[src/rtl/key_scan_unit.sv]
// N-channel push-button front end: two-flop synchroniser, debounce, and per-key
// press/repeat/release pulse generation. All outputs are registered.
module key_scan_unit #(
  parameter int               N_KEYS          = 5,
  parameter int               DEBOUNCE_CYCLES = 400000,
  parameter int               REPEAT_DELAY    = 12000000,
  parameter int               REPEAT_PERIOD   = 4000000,
  parameter logic [N_KEYS-1:0] REPEAT_MASK    = N_KEYS'(5'b00011),
  parameter bit               ACTIVE_LOW      = 1'b1
) (
  input  logic              clk,
  input  logic              rst_n,
  input  logic [N_KEYS-1:0] key_in,
  input  logic              repeat_en,
  output logic [N_KEYS-1:0] key_level,
  output logic [N_KEYS-1:0] key_press,
  output logic [N_KEYS-1:0] key_release
);

  localparam int DB_W    = $clog2(DEBOUNCE_CYCLES + 1);
  localparam int RPT_MAX = (REPEAT_DELAY > REPEAT_PERIOD) ? REPEAT_DELAY : REPEAT_PERIOD;
  localparam int RPT_W   = $clog2(RPT_MAX + 1);

  // Terminal values are one below the cycle counts because the registered
  // toggle/pulse lands on the edge after the terminal count is observed.
  localparam logic [DB_W-1:0]  DB_TERM = DB_W'(DEBOUNCE_CYCLES - 1);
  localparam logic [RPT_W-1:0] RD_TERM = RPT_W'(REPEAT_DELAY - 1);
  localparam logic [RPT_W-1:0] RP_TERM = RPT_W'(REPEAT_PERIOD - 1);

  typedef enum logic [1:0] {
    ST_IDLE   = 2'd0,
    ST_DELAY  = 2'd1,
    ST_REPEAT = 2'd2
  } state_t;

  logic [N_KEYS-1:0] key_norm;
  logic [N_KEYS-1:0] sync_1;
  logic [N_KEYS-1:0] sync_2;

  assign key_norm = ACTIVE_LOW ? ~key_in : key_in;

  always_ff @(posedge clk) begin
    if (!rst_n) begin
      sync_1 <= '0;
      sync_2 <= '0;
    end else begin
      sync_1 <= key_norm;
      sync_2 <= sync_1;
    end
  end

  for (genvar i = 0; i < N_KEYS; i++) begin : g_ch
    logic [DB_W-1:0]  db_cnt;
    logic             level_q;
    logic             accept;
    logic             allow;
    state_t           state;
    state_t           state_nxt;
    logic [RPT_W-1:0] rpt_cnt;
    logic [RPT_W-1:0] rpt_cnt_nxt;
    logic             press_nxt;
    logic             release_nxt;
    logic             press_q;
    logic             release_q;

    assign accept = (sync_2[i] != level_q) && (db_cnt == DB_TERM);
    assign allow  = REPEAT_MASK[i] & repeat_en;

    always_ff @(posedge clk) begin
      if (!rst_n) begin
        db_cnt  <= '0;
        level_q <= 1'b0;
      end else if (sync_2[i] == level_q) begin
        db_cnt <= '0;
      end else if (db_cnt == DB_TERM) begin
        db_cnt  <= '0;
        level_q <= ~level_q;
      end else begin
        db_cnt <= db_cnt + 1'b1;
      end
    end

    // level_q is 0 in IDLE and 1 otherwise, so accept means press in IDLE
    // and release elsewhere; release is checked first so it always wins.
    always_comb begin
      state_nxt   = state;
      rpt_cnt_nxt = rpt_cnt;
      press_nxt   = 1'b0;
      release_nxt = 1'b0;
      case (state)
        ST_IDLE: begin
          if (accept) begin
            press_nxt   = 1'b1;
            rpt_cnt_nxt = '0;
            state_nxt   = ST_DELAY;
          end
        end
        ST_DELAY: begin
          if (accept) begin
            release_nxt = 1'b1;
            rpt_cnt_nxt = '0;
            state_nxt   = ST_IDLE;
          end else if (rpt_cnt == RD_TERM) begin
            if (allow) begin
              press_nxt   = 1'b1;
              rpt_cnt_nxt = '0;
              state_nxt   = ST_REPEAT;
            end
          end else begin
            rpt_cnt_nxt = rpt_cnt + 1'b1;
          end
        end
        ST_REPEAT: begin
          if (accept) begin
            release_nxt = 1'b1;
            rpt_cnt_nxt = '0;
            state_nxt   = ST_IDLE;
          end else if (rpt_cnt == RP_TERM) begin
            if (allow) begin
              press_nxt   = 1'b1;
              rpt_cnt_nxt = '0;
            end
          end else begin
            rpt_cnt_nxt = rpt_cnt + 1'b1;
          end
        end
        default: begin
          rpt_cnt_nxt = '0;
          state_nxt   = ST_IDLE;
        end
      endcase
    end

    always_ff @(posedge clk) begin
      if (!rst_n) begin
        state     <= ST_IDLE;
        rpt_cnt   <= '0;
        press_q   <= 1'b0;
        release_q <= 1'b0;
      end else begin
        state     <= state_nxt;
        rpt_cnt   <= rpt_cnt_nxt;
        press_q   <= press_nxt;
        release_q <= release_nxt;
      end
    end

    assign key_level[i]   = level_q;
    assign key_press[i]   = press_q;
    assign key_release[i] = release_q;
  end

endmodule

[config.mk]
export PLATFORM = sky130hd
export DESIGN_NAME = key_scan_unit
export DESIGN_NICKNAME = d
export VERILOG_FILES = /design/src/rtl/key_scan_unit.sv
export SDC_FILE = /design/constraint.sdc
export NUM_CORES = 1
export LEC_CHECK = 0
export CORE_ASPECT_RATIO = 1.1
export CORE_MARGIN = 2
export CORE_UTILIZATION = 30
export DETAILED_ROUTE_END_ITERATION = 6
export GPL_ROUTABILITY_DRIVEN = 0
export GPL_TIMING_DRIVEN = 0
export SYNTH_ARGS = -nofsm -noshare
export SYNTH_HDL_FRONTEND = slang
export SYNTH_SLANG_ARGS = --single-unit
[constraint.sdc]
create_clock -name clk -period 4.3 [get_ports clk]
set_input_delay 0.86 -clock clk [delete_from_list [all_inputs] [get_ports clk]]
set_output_delay 0.86 -clock clk [all_outputs]
set_load 0.02 [all_outputs]
Word level (Yosys, flattened, before mapping)
Cells that the tools add are included.

word-level totals
  RAM bits = 0
  memories kept = 0
  bits in read-only memories = 0
  bits in registers = 178
  output and inout bits = 15
  latch bits = 0

operators by class
  div/mod/pow operators = 0
  $lt $le $gt $ge = 0
  reduce and logical (&&, ||, !) cells = 38
  shift-type cells = 0
  muxes and demuxes = 50
  bitwise operators = 12
  $mul = 0
  eq/ne operators = 43
  add/subtract/negate cells = 7

operators with widths
  kind                   number
  $mux 24                12
  $pmux 24 s3            2
  $add 19x1->19 const B  5
  $eq 19x19->1 const B   5
  $add 24x1->24 const B  2
  $eq 24x22->1 const B   2
  $eq 24x24->1 const B   2
  $reduce_and 2->1       16
  $mux 2                 15
  $reduce_or 3->1        5
  $mux 1                 14
  $ne 2x2->1 const B     7
  $ne 3x3->1 const B     4
  $pmux 2 s2             3
  $pmux 2 s3             2
  $not 1->1              11
  $eq 2x1->1 const B     5
  $eq 2x2->1 const B     5
  $logic_not 2->1        5
  $reduce_or 2->1        5
  $reduce_and 4->1       2
  $ne 2x1->1 const B     3
  $pmux 1 s3             2
  $eq 1x1->1             5
  3 further kinds        11

Logic depth before layout (Yosys ltp)
Gate-level depths: netlist of the first run.

  word-level depth = 4
  depth in mapped cells = 9
  depth with buffers taken out = 8

Least setup slack after synthesis of the first run
OpenSTA, ideal clock, no wires.

  path kind = input port to flip-flop
  start point = input port rst_n
  end point = register g_ch[1].rpt_cnt[9]
  setup time = 0.063 ns
  cell stages on the path = 7
  path buffers = 2
  arrival = 2.295 ns
  data required time = 4.237 ns
  slack = 1.942 ns
  cell sequence = clkbuf_1 -> o211ai_1 -> o21bai_4 -> or2_2 -> buf_2 -> or3_1 -> nand3_1

RTL lines
  item                    RTL line  RTL
  start: declaration      12        input logic rst_n,
  end signal: assignment  142       rpt_cnt <= rpt_cnt_nxt;
  end: declaration        59        logic [RPT_W-1:0] rpt_cnt;

Final worst setup path of the first run
  start point = register g_ch[1].rpt_cnt[0]
  end point = register g_ch[1].rpt_cnt[10]

between the ends
  word-level cells in the longest chain between the ends = 4
  elaborated cells between the ends (all ways) = 8
  those cells by class = add/sub: 1; eq/ne: 2; mux: 5

ends and longest elaborated chain
  item                                   RTL line  RTL
  $add 24x1->24 (tied with other cells)  110, 124
  $mux 24 (on tied branches)             118, 103
  $mux 24 (on tied branches)             114, 99
  $pmux 24 s3 *                          90        case (state)

Every way passes the cells marked *; elsewhere a longest branch is shown, timed or not.
A chain may end at the register's enable or synchronous reset.

==> impl_metrics.py, run 1 <==
metrics = {
    "detailed_routing": {
        "drtIter0Drc": 415,
        "drc": 0,
        "postRouteAntennaNets": 0,
        "highest_layer": "met4",
        "wl_met2_mm": 8.41,
        "wirelength_mm": 18.3,
        "wl_per_cell_um": 13.1,
        "vias_per_cell": 4.88,
        "vias": 6813,
        "dr_wl_met3_um": 522,
        "dr.pass1.iters": 4,
        "wl_met1_mm": 8.93,
    },
    "critical_path": {
        "crit_chain": "ha_1 > nand3_1 > nor3_1 > a31oi_2 > o21bai_4 > nor2_2 > clkbuf_1 > a21oi_1 > a31oi_1",
        "crit_fanout": 10,
        "critical_path_class": "register to register",
        "worstSetupStartpointType": "register",
        "cp_data_required_time_ns": 4.61,
        "crit_path_top_delay_cell": "nor3_1",
        "crit_buf_inv": 1,
        "cp_slowest_stage_delay_ns": 0.80,
        "crit_arrival_ns": 3.19,
        "crit_family": "simple AND/OR/NAND/NOR gates",
        "cp-end-kind": "register",
    },
    "sta": {
        "setup-violations-final": 0,
        "final.period_utilization_pct": 67.1,
        "rsz0062_at_grt": "false",
        "tns_ns": 0,
        "skew_ns": 0.0117,
        "relSlewSlack_pct": 35.9,
        "hold_violations": 0,
        "slew_violations": 0,
        "period_needed_ns": 2.89,
        "max_freq_mhz": 346,
        "worst_slew_pin_slew_ns": 0.955,
    },
    "die": {
        "die_w_um": 164,
        "die_h_um": 180,
        "start_util_pct": 30.4,
        "core.rowCount": 64,
        "dieArea_um2": 29400,
        "core_area_um2": 27700,
        "ios": 23,
    },
    "synthesis": {
        "synth_compound_area_share_pct": 10.6,
        "synth_cell_type_count": 71,
        "ys_ff_latch": 175,
        "synth_edf_count": 0,
        "yosys_warnings": 0,
        "async_flop_share_pct": 0,
        "seq_area_frac_synth_pct": 41.6,
        "syn_inst": 980,
        "synthAdderAreaFrac_pct": 2.23,
        "synthSimpleGateAreaFrac_pct": 30.9,
        "syn_area_per_cell_um2": 8.60,
        "syn-num-nets": 1003,
        "syn_area_um2": 8430,
        "synth_top_family_by_area": "simple AND/OR/NAND/NOR gates",
        "synth-main-ff-cell": "dfxtp_1",
        "synth_xor_area_share_pct": 9.56,
        "muxShareOfSynthArea_pct": 0.594,
    },
    "clock_tree": {
        "clkSlewWorstSetupHoldPaths_ns": 0.07,
        "htreeDepth": 4,
        "worstSkewPairLatency_ns": 0.44,
        "hold_buffers": 0,
        "post_cts_buffers": 0,
        "numCtsBuffers": 17,
        "ctsLongestPathBuffers": 2,
        "cts-root-buf": "clkbuf_16",
        "cts_sinks": 175,
        "cts-resized-gates": 0,
        "tritoncts": "yes",
    },
    "layout": {
        "layout.nets": 1042,
        "mostFrequentLayoutCells": "175 x dfxtp_1, 138 x nor2_1, 77 x nand2_1",
        "num_antenna_cells": 0,
        "final_util_pct": 34.9,
        "finalNonFillerCells": 1395,
        "final_cell_area_um2": 9680,
        "area_delta_synth_final_pct": 14.9,
        "nFillCells": 2897,
        "layout-drive-gt1-share_pct": 9.69,
        "final_common_cell": "dfxtp_1",
    },
    "grt": {
        "grt_overflow": 0,
        "grt_pass1_vias": 6575,
        "grt_max_degree": 18,
        "antenna_found_initial": 0,
        "grt.total_usage_pct": 13.1,
        "grt_pass1_wl_mm": 31.6,
    },
    "placement": {
        "placed_cell_area_um2": 9080,
        "portBuffers": 20,
        "placed_cells": 1363,
        "dp_hpwl_mm": 12.6,
    },
    "pwr": {
        "leakage_uw": 0.00325,
        "fin_total_pwr_uw": 3260,
        "ir_worst_vdd_mv": 0.234,
        "powerDensity_nw_per_um2": 337,
    },
    "status": {
        "outcome": "complete, no violations",
    },
    "min_path": {
        "hold_path.class": "register to register",
    },
    "run": {
        "maxCapViolCount": 0,
    },
}
-- worst paths after layout --
kind         depth (start not counted)  slack, ns                            start                                to
min reg2reg                          1       0.42    g_ch[2].state[0]$_SDFFE_PN0P_        g_ch[2].press_q$_SDFF_PN0_
min                                  1       0.42    g_ch[2].state[0]$_SDFFE_PN0P_        g_ch[2].press_q$_SDFF_PN0_
max                                  9       1.41  g_ch[1].rpt_cnt[0]$_SDFFE_PN0P_  g_ch[1].rpt_cnt[10]$_SDFFE_PN0P_
max reg2reg                          9       1.41  g_ch[1].rpt_cnt[0]$_SDFFE_PN0P_  g_ch[1].rpt_cnt[10]$_SDFFE_PN0P_
-- cell type report --
class / count / area, um2 / area share [%]
Inverter: 27 / 101 / 1.05
Multi-Input combinational cell: 729 / 4540 / 46.9
Buffer: 49 / 284 / 2.94
Timing Repair Buffer: 20 / 200 / 2.07
Tap cell: 363 / 454 / 4.69
Clock buffer: 17 / 425 / 4.40
Sequential cell: 175 / 3500 / 36.2
Clock inverter: 15 / 171 / 1.77
-- Yosys cell counts, drive strengths merged, types with 4 or more instances --
library cell / number / area (um2)
o21ai: 49 / 249
and2: 13 / 81.3
and3: 38 / 239
a22o: 5 / 45.0
a22oi: 6 / 45.0
nor3: 33 / 191
nor2b: 9 / 56.3
clkbuf: 21 / 78.8
dfxtp: 175 / 3500
or4: 4 / 30.0
a21oi: 25 / 125
nand4: 23 / 174
nand2: 78 / 295
mux2i: 5 / 50.1
nor2: 141 / 537
or2: 7 / 43.8
and4: 13 / 119
or3: 18 / 113
o31ai: 4 / 30.0
nor4b: 7 / 61.3
a211oi: 4 / 30.0
o311ai: 4 / 35.0
ha: 15 / 188
nand3: 74 / 380
xor2: 64 / 561
buf: 28 / 205
xnor2: 28 / 245
inv: 27 / 101
nor4: 11 / 126
o211ai: 8 / 60.1
a31oi: 12 / 103
-- state kept, by name, summed over array words and instances, names as in the netlist --
name	cells
g_ch.db_cnt	95
g_ch.state	7
g_ch.rpt_cnt	48
g_ch.press_q	5
sync_1	5
g_ch.level_q	5
g_ch.release_q	5
sync_2	5
-- where the power goes --
group / switching, uW / leakage [uW] / internal, uW
Combinational: 36.0 / 0.00155 / 14.7
Clock: 705 / 0.000286 / 875
Sequential: 4.71 / 0.00141 / 1630
Total: 746 / 0.00325 / 2520
-- kinds of logic after synthesis --
family / after synthesis
buffers and inverters: 76
and+or+nand+nor: 487
DFF: 175
muxes: 5
xor gates and xnor gates: 92
adders and majority gates: 15
AOI/OAI and AO/OA: 130
-- through the flow --
step,hold slack [ns],setup slack (ns)
2_1_floorplan,0.392,1.94
3_3_place_gp,0.414,1.06
3_5_place_dp,0.417,1.02
4_1_cts,0.430,1.39
5_1_grt,0.449,1.17
6_report,0.420,1.41
-- per-layer routing --
layer | vias to the layer above | global-route usage, %
met5 | - | 0
met4 | 0 | 6.07
met3 | 29 | 2.45
met2 | 96 | 20.4
met1 | 3176 | 17.5
li1 | 3512 | -
No activity file was read; power rests on OpenSTA's default activity.
==> run 2, diff against run 1 <==
==> constraint.sdc (replaced) <==
create_clock -name clk -period 2.5 [get_ports clk]
set_input_delay 0.5 -clock clk [delete_from_list [all_inputs] [get_ports clk]]
set_output_delay 0.5 -clock clk [all_outputs]
set_load 0.02 [all_outputs]
==> impl_metrics.py, run 2 (synthesized netlist as in run 1, its figures left out) <==
metrics = {
    "grt": {
        "grt_max_degree": 18,
        "grt_pass1_wl_mm": 31.7,
        "grt_overflow": 0,
        "antenna_found_initial": 0,
        "grt.total_usage_pct": 13.1,
        "grt_pass1_vias": 6603,
    },
    "detailed_routing": {
        "drtIter0Drc": 447,
        "postRouteAntennaNets": 0,
        "wl_per_cell_um": 13.2,
        "vias_per_cell": 4.90,
        "vias": 6881,
        "drc": 1,
        "wirelength_mm": 18.6,
        "dr.pass1.iters": 7,
    },
    "clock_tree": {
        "cts_sinks": 175,
        "worstSkewPairLatency_ns": 0.44,
        "tritoncts": "yes",
        "numCtsBuffers": 17,
        "htreeDepth": 4,
        "ctsLongestPathBuffers": 2,
        "clkSlewWorstSetupHoldPaths_ns": 0.07,
        "cts-root-buf": "clkbuf_16",
    },
    "sta": {
        "tns_ns": 0,
        "final.period_utilization_pct": 97.3,
        "max_freq_mhz": 411,
        "whs_ns": 0.420,
        "hold_violations": 0,
        "setup-violations-final": 0,
        "worst_slew_pin_slew_ns": 0.767,
        "period_needed_ns": 2.43,
        "skew_ns": 0.0110,
        "slew_violations": 0,
        "fin_ws_ns": 0.0683,
        "relSlewSlack_pct": 48.8,
    },
    "layout": {
        "mostFrequentLayoutCells": "175 x dfxtp_1, 138 x nor2_1, 77 x nand2_1",
        "num_antenna_cells": 0,
        "final_common_cell": "dfxtp_1",
        "area_delta_synth_final_pct": 16.9,
        "largestRegisters": "g_ch.db_cnt x95, g_ch.rpt_cnt x48, g_ch.state x7",
        "ff_latch_area_um2": 3500,
        "layout-drive-gt1-share_pct": 11.8,
        "largest_register": "g_ch.db_cnt",
        "layout.nets": 1052,
        "nFillCells": 2883,
        "multi_input_area_um2": 4600,
        "largest_reg_flops": 95,
    },
    "die": {
        "core.rowCount": 64,
        "ios": 23,
        "core_area_um2": 27700,
        "die_w_um": 164,
        "dieArea_um2": 29400,
        "die_h_um": 180,
        "start_util_pct": 30.4,
    },
    "pwr": {
        "powerDensity_nw_per_um2": 571,
        "ir_worst_vdd_mv": 0.404,
        "leakage_uw": 0.00338,
    },
    "run": {
        "maxCapViolCount": 0,
    },
    "critical_path": {
        "r2r-start": "g_ch[0].rpt_cnt[8]$_SDFFE_PN0P_",
        "cp_data_required_time_ns": 2.82,
        "ff2ff_path_depth": 9,
        "crit_arrival_ns": 2.75,
        "critical_path_class": "register to register",
        "crit_fanout": 10,
        "r2r_slack_ns": 0.07,
        "cp-end-kind": "register",
        "worstSetupStartpointType": "register",
        "r2r_end": "g_ch[0].rpt_cnt[19]$_SDFFE_PN0P_",
    },
    "min_path": {
        "hold_end": "g_ch[2].press_q$_SDFF_PN0_",
        "hold_depth": 1,
        "worstHoldStart": "g_ch[2].state[0]$_SDFFE_PN0P_",
        "hold_path.class": "register to register",
    },
    "status": {
        "violations": "design-rule violations",
        "outcome": "complete, but fails checks",
    },
    "placement": {
        "portBuffers": 20,
        "dp_slack_ns": -0.422,
        "dp_hpwl_mm": 12.6,
    },
}
run 2: worst max-delay path, stage by stage (launching register included):
cell and delay (ns):
dfxtp_1 0.39, or4b_4 0.59, nor3_4 0.24, buf_12 0.15, a31oi_4 0.13, o2111ai_4 0.30, nand2b_1 0.16, buf_6 0.15
o21ai_2 0.07, a2bb2oi_1 0.13
run 2: cell type report:
class                           instances  area share (%)
Multi-Input combinational cell        729            46.8
Clock buffer                           17            4.32
Sequential cell                       175            35.6
Timing Repair Buffer                   32            3.07
Tap cell                              363            4.61
Inverter                               27            1.03
Clock inverter                         15            1.74
Buffer                                 47            2.90
run 2: stage by stage:
stage | total power, uW | utilization [%] | instances | area, um2
2_1_floorplan | 2920 | - | 980 | 8430
5_1_grt | 5820 | 35.5 | 1405 | 9850
3_5_place_dp | 2960 | 32.8 | 1363 | 9080
3_3_place_gp | 2960 | 32.8 | 1363 | 9080
4_1_cts | 5700 | 35.0 | 1395 | 9690
6_report | 5620 | 35.5 | 1405 | 9850
run 2: report_power, final:
| part | total (uW) | switching (uW) | leakage [uW] | internal, uW |
|---|---|---|---|---|
| sequential | 2810 | 8.15 | 0.00141 | 2800 |
| combinational | 91.5 | 63.2 | 0.00168 | 28.3 |
| clock | 2730 | 1220 | 0.000286 | 1500 |
run 2: timing repair:
action,in CTS,in global routing
pin swaps,0,9
setup endpoints to repair,36,78
buffers inserted,0,11
hold buffers,0,0
gates resized for setup,5,26
gates cloned,0,1
run 2: worst max path at each step:
stage | from | end | depth (start not counted)
finish | g_ch[0].rpt_cnt[8]$_SDFFE_PN0P_ | g_ch[0].rpt_cnt[19]$_SDFFE_PN0P_ | 9
global route | g_ch[0].rpt_cnt[8]$_SDFFE_PN0P_ | g_ch[0].rpt_cnt[21]$_SDFFE_PN0P_ | 9
CTS | g_ch[3].db_cnt[0]$_SDFF_PP0_ | g_ch[3].db_cnt[15]$_SDFF_PP0_ | 9
detailed placement | rst_n | g_ch[1].db_cnt[16]$_SDFF_PP0_ | 5
global placement | rst_n | g_ch[2].db_cnt[9]$_SDFF_PP0_ | 5
floorplan | g_ch[1].rpt_cnt[0]$_SDFFE_PN0P_ | g_ch[1].rpt_cnt[21]$_SDFFE_PN0P_ | 9
run 2: layer usage:
| layer | routed length, um | track usage [%] | vias up | share of wire (%) |
|---|---|---|---|---|
| met4 | 457 | 6.14 | 0 | 2.5 |
| met2 | 8480 | 20.5 | 105 | 46 |
| met3 | 570 | 2.56 | 31 | 3.1 |
| li1 | - | - | 3530 | - |
| met1 | 9080 | 17.4 | 3215 | 49 |
| met5 | 0 | 0 | - | 0 |
==> run 3, diff against run 2 <==
--- a/config.mk
+++ b/config.mk
@@ -6,7 +6,7 @@
 export NUM_CORES = 1
 export LEC_CHECK = 0
 export CORE_ASPECT_RATIO = 1.1
-export CORE_MARGIN = 2
+export CORE_MARGIN = 4
 export CORE_UTILIZATION = 30
 export DETAILED_ROUTE_END_ITERATION = 6
 export GPL_ROUTABILITY_DRIVEN = 0
==> impl_metrics.py, run 3 (synthesized netlist as in run 1, its figures left out) <==
metrics = {
    "status": {
        "outcome": "complete, no violations",
    },
    "sta": {
        "skew_ns": 0.00881,
        "relSlewSlack_pct": 49.0,
        "whs_ns": 0.421,
        "setup-violations-final": 0,
        "slew_violations": 0,
        "max_freq_mhz": 411,
        "final.period_utilization_pct": 97.4,
        "period_needed_ns": 2.44,
        "worst_slew_pin_slew_ns": 0.765,
        "fin_ws_ns": 0.0649,
        "hold_violations": 0,
    },
    "layout": {
        "final_common_cell": "dfxtp_1",
        "area_delta_synth_final_pct": 17.5,
        "mostFrequentLayoutCells": "175 x dfxtp_1, 138 x nor2_1, 77 x nand2_1",
        "largest_register": "g_ch.db_cnt",
        "final_cell_area_um2": 9900,
        "layout.nets": 1057,
        "layout-drive-gt1-share_pct": 11.8,
        "finalNonFillerCells": 1410,
        "largestRegisters": "g_ch.db_cnt x95, g_ch.rpt_cnt x48, g_ch.state x7",
        "largest_reg_flops": 95,
        "num_antenna_cells": 0,
    },
    "die": {
        "die_h_um": 184,
        "start_util_pct": 30.3,
        "die_w_um": 168,
        "ios": 23,
        "core.rowCount": 64,
        "core_area_um2": 27800,
        "dieArea_um2": 30800,
    },
    "grt": {
        "grt_max_degree": 17,
        "grt.total_usage_pct": 11.9,
        "grt_pass1_wl_mm": 31.0,
        "antenna_found_initial": 0,
        "grt_overflow": 0,
        "grt_pass1_vias": 6505,
    },
    "critical_path": {
        "r2r_end": "g_ch[0].rpt_cnt[3]$_SDFFE_PN0P_",
        "crit_arrival_ns": 2.77,
        "cp_data_required_time_ns": 2.83,
        "worstSetupStartpointType": "register",
        "endpoint": "g_ch[0].rpt_cnt[3]$_SDFFE_PN0P_",
        "crit_fanout": 9,
        "crit_start": "g_ch[0].rpt_cnt[17]$_SDFFE_PN0P_",
        "r2r-start": "g_ch[0].rpt_cnt[17]$_SDFFE_PN0P_",
        "r2r_slack_ns": 0.06,
        "cp-end-kind": "register",
        "critical_path_class": "register to register",
        "ff2ff_path_depth": 8,
    },
    "pwr": {
        "powerDensity_nw_per_um2": 584,
        "ir_worst_vdd_mv": 0.419,
        "fin_total_pwr_uw": 5780,
        "leakage_uw": 0.00340,
    },
    "clock_tree": {
        "ctsLongestPathBuffers": 2,
        "tritoncts": "yes",
        "clkSlewWorstSetupHoldPaths_ns": 0.07,
        "cts_sinks": 175,
        "worstSkewPairLatency_ns": 0.42,
        "htreeDepth": 4,
        "cts-root-buf": "clkbuf_16",
        "numCtsBuffers": 17,
    },
    "detailed_routing": {
        "wirelength_mm": 18.3,
        "vias": 6853,
        "dr.pass1.iters": 5,
        "wl_per_cell_um": 13.0,
        "postRouteAntennaNets": 0,
        "vias_per_cell": 4.86,
        "drtIter0Drc": 379,
        "drc": 0,
    },
    "run": {
        "maxCapViolCount": 0,
    },
    "placement": {
        "placed_cells": 1363,
        "portBuffers": 20,
        "dp_hpwl_mm": 12.8,
        "dp_slack_ns": -0.306,
        "placed_cell_area_um2": 9080,
    },
    "min_path": {
        "hold_path.class": "register to register",
        "worstHoldStart": "g_ch[2].state[0]$_SDFFE_PN0P_",
        "hold_depth": 1,
    },
}
## run 3: changes by cell type in the layout (fill, tap and decap cells not counted), sizes merged
cell      change
buf           +4
bufinv        +2
clkbuf        +4
clkinv        +3
clkinvlp      -2
inv           -6
## run 3: how the worst min path moves through the flow
stage	end	slack (ns)
2_1_floorplan	g_ch[2].press_q$_SDFF_PN0_	0.39
3_3_place_gp	g_ch[2].press_q$_SDFF_PN0_	0.40
3_5_place_dp	g_ch[2].press_q$_SDFF_PN0_	0.41
4_1_cts	g_ch[2].press_q$_SDFF_PN0_	0.42
5_1_grt	g_ch[2].press_q$_SDFF_PN0_	0.43
6_report	g_ch[2].press_q$_SDFF_PN0_	0.42
## run 3: worst max-delay path: stages, from the launching register on
cell      delay (ns)
dfxtp_1         0.30
clkbuf_1        0.19
or3_1           0.40
nor3_4          0.23
a22oi_1         0.21
nor4_2          0.47
a31o_2          0.34
o21ai_0         0.12
o31ai_1         0.08
## run 3: routing by layer
metal | vias up | GRT usage, % | share of wire (%) | wire length (um)
met3 | 25 | 2.47 | 3.1 | 568
li1 | 3532 | - | - | -
met5 | - | 0 | 0 | 0
met2 | 103 | 19.5 | 47 | 8540
met1 | 3193 | 15.5 | 48 | 8860
met4 | 0 | 4.61 | 1.7 | 316
## run 3: what timing repair did
item	in CTS	in global routing
setup endpoints to repair	30	81
setup buffers	0	17
hold buffers	0	0
pin swaps	0	8
resized for setup	3	13
## run 3: area by class of cell
type | instances | area [um2]
fill | 2805 | 17900
multi-input combinational | 729 | 4580
sequential | 175 | 3500
clock buffer | 20 | 467
tap | 363 | 454
timing repair buffer | 37 | 328
buffer | 47 | 280
clock inverter | 12 | 181
inverter | 27 | 101
## run 3: metrics by stage
step,TNS [ns],utilization (%)
6_report,0,35.6
5_1_grt,-0.00263,35.6
4_1_cts,0,35.1
3_5_place_dp,-13.99,32.7
3_3_place_gp,-12.16,32.7
2_1_floorplan,0,-
## run 3: where the power goes
group	leakage, uW	internal (uW)	total (uW)	switching [uW]
clock	0.000317	1760	2880	1120
combinational	0.00167	30.5	93.7	63.2
sequential	0.00141	2800	2810	8.20
